`src/rtl/status_register_unit.sv`:
```
// NZCV producer: flag generation, architectural status register and in-flight writer tracking.
// Optional exception shadow register enabled by defining STATUS_SHADOW_EN.
module status_register_unit #(
    parameter int WIDTH        = 32,
    parameter int MAX_INFLIGHT = 3
) (
    input  logic             clk,
    input  logic             rst,
    input  logic [WIDTH-1:0] alu_result,
    input  logic             alu_c,
    input  logic             alu_v,
    input  logic             alu_arith,
    input  logic             s_we,
    input  logic             msr_we,
    input  logic [3:0]       msr_data,
    input  logic             id_issue,
    input  logic             id_set_flags,
    input  logic [3:0]       id_cond,
    input  logic             flush,
    input  logic             exc_entry,
    input  logic             exc_return,
    output logic [3:0]       status_reg,
    output logic             flag_hazard
);

    localparam int PW = (MAX_INFLIGHT < 1) ? 1 : $clog2(MAX_INFLIGHT + 1);
    localparam logic [PW-1:0] PEND_MAX = PW'(MAX_INFLIGHT);
    localparam logic [3:0] COND_AL = 4'b1110;

    logic [PW-1:0] pend;
    logic          inc;
    logic          dec;
    logic [3:0]    s_flags;
    logic [3:0]    sr_wr;
    logic [3:0]    sr_next;

    assign flag_hazard = (pend != '0) && (id_cond != COND_AL);
    assign inc = id_issue & id_set_flags & ~flag_hazard;
    assign dec = s_we | msr_we;

    // Logical ops leave C and V untouched
    assign s_flags = {
        alu_result[WIDTH-1],
        alu_result == '0,
        alu_arith ? alu_c : status_reg[1],
        alu_arith ? alu_v : status_reg[0]
    };

    always_comb begin
        sr_wr = status_reg;
        if (msr_we)
            sr_wr = msr_data;
        else if (s_we)
            sr_wr = s_flags;
    end

`ifdef STATUS_SHADOW_EN
    logic [3:0] shadow;

    always_ff @(posedge clk or negedge rst) begin
        if (!rst)
            shadow <= '0;
        else if (exc_entry)
            shadow <= status_reg;
    end

    assign sr_next = exc_return ? shadow : sr_wr;
`else
    logic unused_exc;

    assign unused_exc = exc_entry | exc_return;
    assign sr_next    = sr_wr;
`endif

    always_ff @(posedge clk or negedge rst) begin
        if (!rst)
            status_reg <= '0;
        else
            status_reg <= sr_next;
    end

    // Flush kills younger writers; an older commit in the same cycle still lands in SR
    always_ff @(posedge clk or negedge rst) begin
        if (!rst)
            pend <= '0;
        else if (flush)
            pend <= '0;
        else if (inc && !dec && pend != PEND_MAX)
            pend <= pend + 1'b1;
        else if (dec && !inc && pend != '0)
            pend <= pend - 1'b1;
    end

endmodule

```
`config.mk`:
```
export PLATFORM = sky130hd
export DESIGN_NAME = status_register_unit
export DESIGN_NICKNAME = d
export VERILOG_FILES = /design/src/rtl/status_register_unit.sv
export SDC_FILE = /design/constraint.sdc
export NUM_CORES = 1
export LEC_CHECK = 0
export CORE_MARGIN = 5
export CORE_UTILIZATION = 21
export DETAILED_ROUTE_END_ITERATION = 7
export PLACE_DENSITY_LB_ADDON = 0.25
export RECOVER_POWER = 100
export SETUP_SLACK_MARGIN = 0.4
export SLEW_MARGIN = 40
export SYNTH_ARGS = -nofsm -noshare
export SYNTH_HDL_FRONTEND = slang
export SYNTH_SLANG_ARGS = --single-unit
```
`constraint.sdc`:
```
create_clock -name clk -period 0.9 [get_ports clk]
set_input_delay 0.27 -clock clk [delete_from_list [all_inputs] [get_ports clk]]
set_output_delay 0.27 -clock clk [all_outputs]
set_load 0.05 [all_outputs]
```
Word-level counts from Yosys, hierarchy flattened. Index checks and enable logic that the tools add are counted.

Bits in registers: 6. Input bits: 52. Output and inout bits: 5. Logic and storage cells: 31.

$add $sub $neg: 2. Eq/ne operators: 2. Multiplexer cells: 7. Bitwise gates (word level): 4. Reductions and logical operators: 13.

Operators by type and width (number): $logic_not 32->1 (1); $mux 4 (2); $mux 2 (3); $reduce_bool 2->1 (3); $logic_and 1x1->1 (5); $ne 4x4->1 const B (1); $reduce_bool 3->1 (1); $add 2x1->2 const B (1); $and 1x1->1 (2); $logic_not 1->1 (2); $mux 1 (2); $ne 2x2->1 const B (1); $reduce_and 2->1 (1); $sub 2x1->2 const B (1); $not 1->1 (1); $or 1x1->1 (1).

Logic depth before layout (Yosys ltp). Gate-level depths: netlist of the first run.

Depth in word-level cells: 10. Gate-level depth with buffers: 5. Gate-level depth less buffers: 4.

Worst setup path after synthesis of the first run. OpenSTA, ideal clock, no wires.

Kind: input to register. From: input alu_result[7]. To: register status_reg[2]. Library setup time: 76 ps. Arrival time: 1332 ps. Required time: 824 ps. Setup slack: -508 ps. Cell stages on the path: 3. Buffers on the path: 0. Cells stage by stage: or4_1 > or4_1 > o21ai_1.

Word-level cells in the longest chain between the ends: 3.

Ends and longest elaborated chain: start, declared (RTL line 9) `input logic [WIDTH-1:0] alu_result,`; $logic_not 32->1 (RTL line 44) `alu_result == '0,`; $mux 4 (RTL line 53) `else if (s_we)`; $mux 4 (RTL line 51) `if (msr_we)`; end signal, assigned (RTL line 79) `status_reg <= sr_next;`; end, declared (RTL line 22) `output logic [3:0] status_reg,`.

No other way between the ends. The select of a mux whose other input is x is not followed. A chain may end at the register's enable or synchronous reset.

Worst setup path after layout of the first run. Same ends and word-level chain as after synthesis.

==> impl_metrics.json, run 1 <==
{
  "status": "complete, but fails checks",
  "failed_checks": "negative hold slack, negative setup slack",
  "syn_inst": 51,
  "fin_nets": 173,
  "core_area_um2": 1920,
  "synthTopCellsByArea": "dfrtp_1 36%, nor4_1 11%, mux2i_1 7.2%",
  "setup_viol": 8,
  "power.switching_uw": 328,
  "slew_headroom_pct": 81.6,
  "cts_tree": "done",
  "drtPass1Iterations": 2,
  "ys_types": 20,
  "synth_top_area_share_pct": 36.1,
  "htree_levels": 1,
  "area_growth_pct": 204,
  "yosys_warnings": 0,
  "numCtsBuffers": 3,
  "die-area_um2": 2970,
  "drv_slew": 0,
  "grt_max_degree": 8,
  "drt_iter0_drc": 5,
  "via_count": 681,
  "syn_nets": 103,
  "largest_register_ffs": 4,
  "crit_path_end_kind": "flop",
  "async_flop_share_pct": 100,
  "syn_avg_cell_area_um2": 8.15,
  "critPathLaunchType": "primary input",
  "ys_top_cells_by_count": "7 x nor4_1, 6 x dfrtp_1, 5 x nand2_1, 5 x nor2_1, 5 x o21ai_0",
  "grt-ovfl-total": 0,
  "finalCritPeriodShare_pct": 149,
  "synth.most_common_cell": "nor4_1",
  "synth-edff-count": 0,
  "crit_family": "simple AND/OR/NAND/NOR gates",
  "port_buffers": 54,
  "worstMarginPinSlew_ns": 0.277,
  "yosys.area.top_type": "dfrtp_1",
  "setup.worst_path.class": "in -> reg",
  "max_freq_mhz": 746,
  "cp_max_fo": 1,
  "postRouteAntennaNets": 0,
  "die_y_um": 54.5,
  "insertion_delay_ns": 0.25,
  "viasPerCell": 4.63,
  "seq_area_um2": 154,
  "hold_viol": 3,
  "clk_path_buf_depth": 2,
  "fin_skew_ns": 0.00864,
  "ys.flop_type": "dfrtp_1",
  "p_sw_share_pct": 29.6,
  "rsz0062_at_grt": "yes",
  "clkTransAtPathRegs_ns": 0.05,
  "drc_errors": 0,
  "row_count": 16,
  "internal_power_uw": 779,
  "seq_area_frac_synth_pct": 36.1,
  "combPwrFrac_pct": 46.8,
  "finalWeightedCongestion": 0.724,
  "fillers": 163,
  "crit_chain": "buf_6, or4_4, or4_1, o21ai_1",
  "grt_pass1_vias": 756,
  "fin_ws_ns": -0.441,
  "ios": 57,
  "critPathArrivalTime_ns": 1.51,
  "n_antenna_cell": 0,
  "power_density_nw_per_um2": 877,
  "r2r_slack_ns": -0.29,
  "grt_util_all_layers_pct": 13.6,
  "worstPathRequired_ns": 1.07,
  "clkSinkCount": 6,
  "drt_wl_total_um": 1900,
  "drt-wirelength-per-cell_um": 12.9,
  "grt_pass1_wl_um": 2950,
  "clkPwrFrac_pct": 24.9,
  "clock-root-buffer": "clkbuf_4",
  "hp-class": "in -> async",
  "drive_above_1_share_pct": 48.3,
  "ir_drop_mv": 0.457,
  "antenna_found_initial": 0,
  "cap_violations": 0,
  "slowest_stage": "or4_1",
  "multi_input_area_um2": 375,
  "power_leakage_uw": 0.000535,
  "min_period_ns": 1.34,
  "hold_ws_ns": -0.00574,
  "syn_area_um2": 415,
  "cp_num_buf_inv": 1,
  "initial_core_util_pct": 21.6,
  "final_util_pct": 65.6,
  "ys_seq_elements": 6,
  "slowest_delay_ns": 0.52,
  "p_total_uw": 1110,
  "fp.dieW_um": 54.5,
  "dp_hpwl_um": 1600,
  "seq_power_share_pct": 28.4
}
-- through the flow --
step / setup slack (ns) / TNS, ns / std cells / cell area, um2
5_1_grt: -0.484 / -2.27 / 147 / 1260
3_5_place_dp: -0.952 / -4.11 / 136 / 1100
4_1_cts: -0.456 / -1.84 / 146 / 1230
6_report: -0.441 / -1.97 / 147 / 1260
3_3_place_gp: -0.916 / -3.92 / 136 / 1100
2_1_floorplan: -0.508 / -0.800 / 51 / 473
-- cell usage in the layout (no fill, tap or decap), types with 2 or more instances in the layout --
master,netlist,layout
nor2_2,0,2
a21oi_1,4,2
buf_6,0,9
clkbuf_2,1,4
buf_12,0,5
o21ai_0,5,3
a21oi_2,0,2
nand2_1,5,3
clkbuf_4,0,3
o21ai_1,1,2
buf_8,0,2
dfrtp_2,0,3
nor2_4,0,3
nand3_1,2,2
dfrtp_1,6,3
clkdlybuf4s15_1,0,7
buf_4,0,6
nor4_2,0,3
clkdlybuf4s50_1,0,21
nor4_1,7,3
mux2i_1,3,3
buf_2,0,6
dlygate4sd2_1,0,6
-- logic make-up (layout without fill, tap and decap cells) --
family          count (synthesis)  in the layout  share of synthesized area, %
flops                           6              6                          36.1
compound gates                 13             13                          18.4
simple gates                   27             27                          36.1
mux                             3              3                          7.23
buf+inv                         2             71                          2.11
-- layer usage --
metal	track usage, %	share of wire, %
met1	13.4	34
met2	24.7	51
met3	6.27	15
met4	4.98	0
met5	0	0
-- area by class of cell --
class | instances | share of cell area (%)
Clock buffer | 4 | 2.08
Timing Repair Buffer | 67 | 53.3
Tap cell | 27 | 2.68
Sequential cell | 6 | 12.2
Multi-Input combinational cell | 43 | 29.8
-- worst paths after layout --
path	endpoint	cells past startpoint	startpoint
worst max register to register	pend[0]	6	pend[0]
min in group clk	status_reg[2]	4	alu_result[10]
worst min register to register	status_reg[2]	2	status_reg[2]
max in group asynchronous	status_reg[3]	1	rst
worst min-delay path	pend[0]	1	rst
worst max-delay path	status_reg[2]	4	alu_result[7]
-- power groups by stage --
stage / registers, uW / logic (uW) / clock network (uW)
floorplan: 366 / 99.3 / 0
global placement: 316 / 472 / 0
detailed placement: 318 / 479 / 0
CTS: 314 / 506 / 289
global route: 316 / 550 / 313
finish: 314 / 518 / 275
-- what timing repair did --
action / 4_1_cts / 5_1_grt
pin swaps: 21 / 10
hold endpoints to repair: 3 / 3
setup buffers: 6 / 1
endpoints found under the setup margin: 16 / 11
resized for setup: 79 / 24
Power figures use the tool's default switching activity.
==> run 2: changes to the inputs <==
--- a/config.mk
+++ b/config.mk
@@ -6,8 +6,9 @@
 export NUM_CORES = 1
 export LEC_CHECK = 0
 export CORE_MARGIN = 5
-export CORE_UTILIZATION = 21
+export CORE_UTILIZATION = 25
 export DETAILED_ROUTE_END_ITERATION = 7
+export GPL_ROUTABILITY_DRIVEN = 0
 export PLACE_DENSITY_LB_ADDON = 0.25
 export RECOVER_POWER = 100
 export SETUP_SLACK_MARGIN = 0.4
==> constraint.sdc (replaced) <==
create_clock -name clk -period 1.7 [get_ports clk]
set_input_delay 0.51 -clock clk [delete_from_list [all_inputs] [get_ports clk]]
set_output_delay 0.51 -clock clk [all_outputs]
set_load 0.05 [all_outputs]
==> impl_metrics.json, run 2 (synthesis results as in run 1) <==
{
  "final_common_cell": "clkdlybuf4s50_1",
  "port_buffers": 54,
  "ir_drop_mv": 0.263,
  "drtPass1Iterations": 2,
  "dp_hpwl_um": 1450,
  "cts_tree": "done",
  "status": "finished clean",
  "clkSinkCount": 6,
  "grt_pass1_vias": 674,
  "largest_register_ffs": 4,
  "worstMarginPinSlew_ns": 0.512,
  "layout_common_cells": "22 x clkdlybuf4s50_1, 11 x dlygate4sd2_1, 7 x dlymetal6s2s_1",
  "ios": 57,
  "fin_nets": 167,
  "drt_iter0_drc": 3,
  "clkTransAtPathRegs_ns": 0.04,
  "rsz0062_at_grt": "yes",
  "r2r_slack_ns": 0.67,
  "viasPerCell": 5.25,
  "max_freq_mhz": 615,
  "final_cell_area_um2": 1090,
  "place_area_um2": 1050,
  "via_count": 677,
  "hp-class": "reg -> reg",
  "cts_hold_buf": 0,
  "fp.dieW_um": 50.8,
  "grt_pass1_wl_um": 2700,
  "critPathArrivalTime_ns": 1.12,
  "grt-ovfl-total": 0,
  "clock-root-buffer": "clkbuf_4",
  "row_count": 14,
  "reg2reg_depth": 3,
  "crit_path_end_kind": "output pin",
  "insertion_delay_ns": 0.25,
  "grt_util_all_layers_pct": 13.3,
  "slew_headroom_pct": 65.8,
  "core_area_um2": 1540,
  "power_density_nw_per_um2": 474,
  "initial_core_util_pct": 26.9,
  "cp_max_fo": 2,
  "finalCritPeriodShare_pct": 95.7,
  "drv_slew": 0,
  "timing.rr.start": "pend[1]",
  "fin_setup_tns_ns": 0,
  "hold_viol": 0,
  "die_y_um": 50.8,
  "n_antenna_cell": 0,
  "critPathLaunchType": "primary input",
  "clk_path_buf_depth": 2,
  "cap_violations": 0,
  "worstHoldStart": "status_reg[2]",
  "min_period_ns": 1.63,
  "numCtsBuffers": 3,
  "drive_above_1_share_pct": 27.4,
  "power_leakage_uw": 0.000518,
  "postRouteAntennaNets": 0,
  "htree_levels": 1,
  "hold_end": "status_reg[2]",
  "rr_endpoint": "pend[0]",
  "drt_wl_total_um": 1790,
  "drc_errors": 0,
  "fillers": 127,
  "worstPathRequired_ns": 1.19,
  "worstHoldPathCells": 2,
  "grt_max_degree": 12,
  "antenna_found_initial": 0,
  "fin_skew_ns": 0.00896,
  "setup.worst_path.class": "in -> out",
  "die-area_um2": 2580,
  "drt-wirelength-per-cell_um": 13.9,
  "setup_viol": 0,
  "area_growth_pct": 163
}
[run 2: layer usage]
metal | up-vias | part of all wire [%] | track usage (%)
met5 | - | 0 | 0
met4 | 0 | 0 | 2.55
met3 | 0 | 14 | 9.76
met2 | 44 | 49 | 20.2
met1 | 304 | 37 | 15.0
li1 | 329 | - | -
[run 2: worst max path at each step]
stage                         end          start  slack, ns
global placement    status_reg[2]  alu_result[7]      -0.36
detailed placement  status_reg[2]  alu_result[7]      -0.38
global route          flag_hazard     id_cond[0]       0.05
floorplan           status_reg[2]  alu_result[7]       0.05
CTS                   flag_hazard     id_cond[0]       0.09
finish                flag_hazard     id_cond[0]       0.07
[run 2: stage by stage]
stage          utilization (%)  hold WS, ns  power [uW]  cells  setup WS (ns)
2_1_floorplan                -        0.214         234     51         0.0515
3_3_place_gp              67.9        0.559         406    122         -0.358
3_5_place_dp              67.9        0.564         410    122         -0.384
4_1_cts                   68.7        0.513         540    126         0.0934
5_1_grt                   70.8        0.545         552    129         0.0482
6_report                  70.8        0.509         517    129         0.0732
[run 2: area by class of cell]
class	count	area [um2]	share of cell area (%)
clock buffers	3	22.5	2.06
flip-flops and latches	6	151	13.9
repair buffers	61	564	51.7
multi-input cells	43	333	30.5
well taps	16	20.0	1.83
[run 2: worst max-delay path, cell delays in order]
cell	delay (ns)
buf_6	0.09
and4b_1	0.30
nor2_4	0.03
buf_4	0.18
[run 2: where the power goes]
part / switching [uW] / internal, uW
Clock: 55.3 / 80.1
Combinational: 93.9 / 127
Sequential: 7.39 / 154
Total: 157 / 361
[run 2: what timing repair did]
action,4_1_cts,5_1_grt
setup buffers,1,3
resized for setup,44,23
setup endpoints to repair,10,8
hold endpoints to repair,0,0
pin swaps,11,10
==> run 3: changes to the inputs <==
--- a/config.mk
+++ b/config.mk
@@ -7,9 +7,10 @@
 export LEC_CHECK = 0
 export CORE_MARGIN = 5
 export CORE_UTILIZATION = 25
+export CTS_CLUSTER_SIZE = 30
 export DETAILED_ROUTE_END_ITERATION = 7
 export GPL_ROUTABILITY_DRIVEN = 0
-export PLACE_DENSITY_LB_ADDON = 0.25
+export PLACE_DENSITY_LB_ADDON = 0.05
 export RECOVER_POWER = 100
 export SETUP_SLACK_MARGIN = 0.4
 export SLEW_MARGIN = 40
==> impl_metrics.json, run 3 (synthesis results as in run 1) <==
{
  "drtPass1Iterations": 4,
  "layout_common_cells": "22 x clkdlybuf4s50_1, 10 x dlygate4sd2_1, 7 x buf_4",
  "grt-ovfl-total": 0,
  "final_util_pct": 71.3,
  "clkSinkCount": 6,
  "fp.dieW_um": 50.8,
  "rsz0062_at_grt": "yes",
  "worstPathRequired_ns": 1.19,
  "final_common_cell": "clkdlybuf4s50_1",
  "cp_max_fo": 2,
  "die-area_um2": 2580,
  "htree_levels": 1,
  "power.switching_uw": 150,
  "power_density_nw_per_um2": 467,
  "numCtsBuffers": 3,
  "port_buffers": 54,
  "finalCritPeriodShare_pct": 96.0,
  "dp.cells": 124,
  "drt_iter0_drc": 4,
  "grt_util_all_layers_pct": 13.5,
  "crit_path_end_kind": "output pin",
  "final_cell_area_um2": 1100,
  "ir_drop_mv": 0.315,
  "clock-root-buffer": "clkbuf_4",
  "critPathLaunchType": "primary input",
  "slew_headroom_pct": 65.5,
  "ios": 57,
  "status": "finished clean",
  "combPwrFrac_pct": 43.5,
  "hold_end": "status_reg[3]",
  "max_freq_mhz": 613,
  "rr_endpoint": "pend[0]",
  "internal_power_uw": 363,
  "core_area_um2": 1540,
  "worstHoldPathCells": 2,
  "setup.worst_path.class": "in -> out",
  "drc_errors": 0,
  "crit_chain": "buf_6, and4b_2, nor2_4, buf_4",
  "p_total_uw": 513,
  "fin_skew_ns": 0.0000460,
  "drv_slew": 0,
  "drt_wl_total_um": 1970,
  "worstHoldStart": "status_reg[3]",
  "die_y_um": 50.8,
  "dp_hpwl_um": 1570,
  "drt-wirelength-per-cell_um": 15.1,
  "seq_power_share_pct": 31.3,
  "reg2reg_depth": 3,
  "initial_core_util_pct": 26.9,
  "place_area_um2": 1060,
  "clk_path_buf_depth": 2,
  "grt_pass1_wl_um": 2730,
  "hold_viol": 0,
  "grt_max_degree": 12,
  "fin_nets": 168,
  "worstMarginPinSlew_ns": 0.516,
  "clkTransAtPathRegs_ns": 0.05,
  "slowest_stage": "and4b_2",
  "area_growth_pct": 164,
  "timing.rr.start": "pend[0]",
  "hp-class": "reg -> reg",
  "power_leakage_uw": 0.000518,
  "grt_pass1_vias": 667,
  "r2r_slack_ns": 0.64,
  "critPathArrivalTime_ns": 1.12,
  "insertion_delay_ns": 0.24,
  "pre_cts_ws_ns": -0.423,
  "viasPerCell": 5.18,
  "antenna_found_initial": 0,
  "instances_no_fill": 130,
  "p_sw_share_pct": 29.3,
  "min_period_ns": 1.63,
  "cts_tree": "done",
  "row_count": 14,
  "cap_violations": 0,
  "postRouteAntennaNets": 0,
  "slowest_delay_ns": 0.25,
  "n_antenna_cell": 0,
  "largest_register_ffs": 4,
  "via_count": 674,
  "fin_ws_ns": 0.0677,
  "drive_above_1_share_pct": 28.9,
  "setup_viol": 0,
  "clkPwrFrac_pct": 25.1
}
[run 3: worst max-delay path by stage]
| stage | from | endpoint | slack [ns] | cells after the start |
|---|---|---|---|---|
| 2_1_floorplan | alu_result[7] | status_reg[2] | 0.05 | 3 |
| 5_1_grt | alu_result[3] | status_reg[2] | 0.03 | 5 |
| 3_3_place_gp | alu_result[7] | status_reg[2] | -0.39 | 4 |
| 3_5_place_dp | alu_result[7] | status_reg[2] | -0.42 | 4 |
| 4_1_cts | id_cond[3] | flag_hazard | 0.08 | 4 |
| 6_report | id_cond[3] | flag_hazard | 0.07 | 4 |
[run 3: final cells by class]
type / instances / area [um2]
clock buffers: 3 / 22.5
flip-flops and latches: 6 / 150
repair buffers: 62 / 581
multi-input cells: 43 / 325
well taps: 16 / 20.0
fillers: 136 / 443
[run 3: worst max-delay path: cells and delay by family]
kind                   cells  cell delay [ns]
AND/OR/NAND/NOR            2             0.32
buffers and inverters      2             0.28
[run 3: what timing repair did]
action | CTS | global route
setup buffers | 0 | 3
pin swaps | 13 | 12
setup endpoints to repair | 10 | 8
resized for setup | 56 | 17
hold buffers | 0 | 0
[run 3: power by group through the flow]
stage          logic [uW]  clock network, uW  registers [uW]
6_report              223                129             161
2_1_floorplan        41.8                  0             192
5_1_grt               237                139             162
3_3_place_gp          244                  0             166
3_5_place_dp          247                  0             167
4_1_cts               241                131             165
[run 3: routing by layer]
metal / vias up / share of wire [%] / global-route usage [%]
met5: - / 0 / 0
met4: 0 / 0.30 / 3.83
met3: 2 / 14 / 4.73
met2: 44 / 51 / 24.0
met1: 300 / 35 / 14.9
li1: 328 / - / -
[run 3: per-stage QoR]
| stage | hold slack [ns] | setup TNS [ns] |
|---|---|---|
| after floorplan | 0.214 | 0 |
| after global placement | 0.561 | -0.758 |
| after detailed placement | 0.568 | -0.899 |
| after CTS | 0.519 | 0 |
| after global routing | 0.612 | 0 |
| final | 0.580 | 0 |
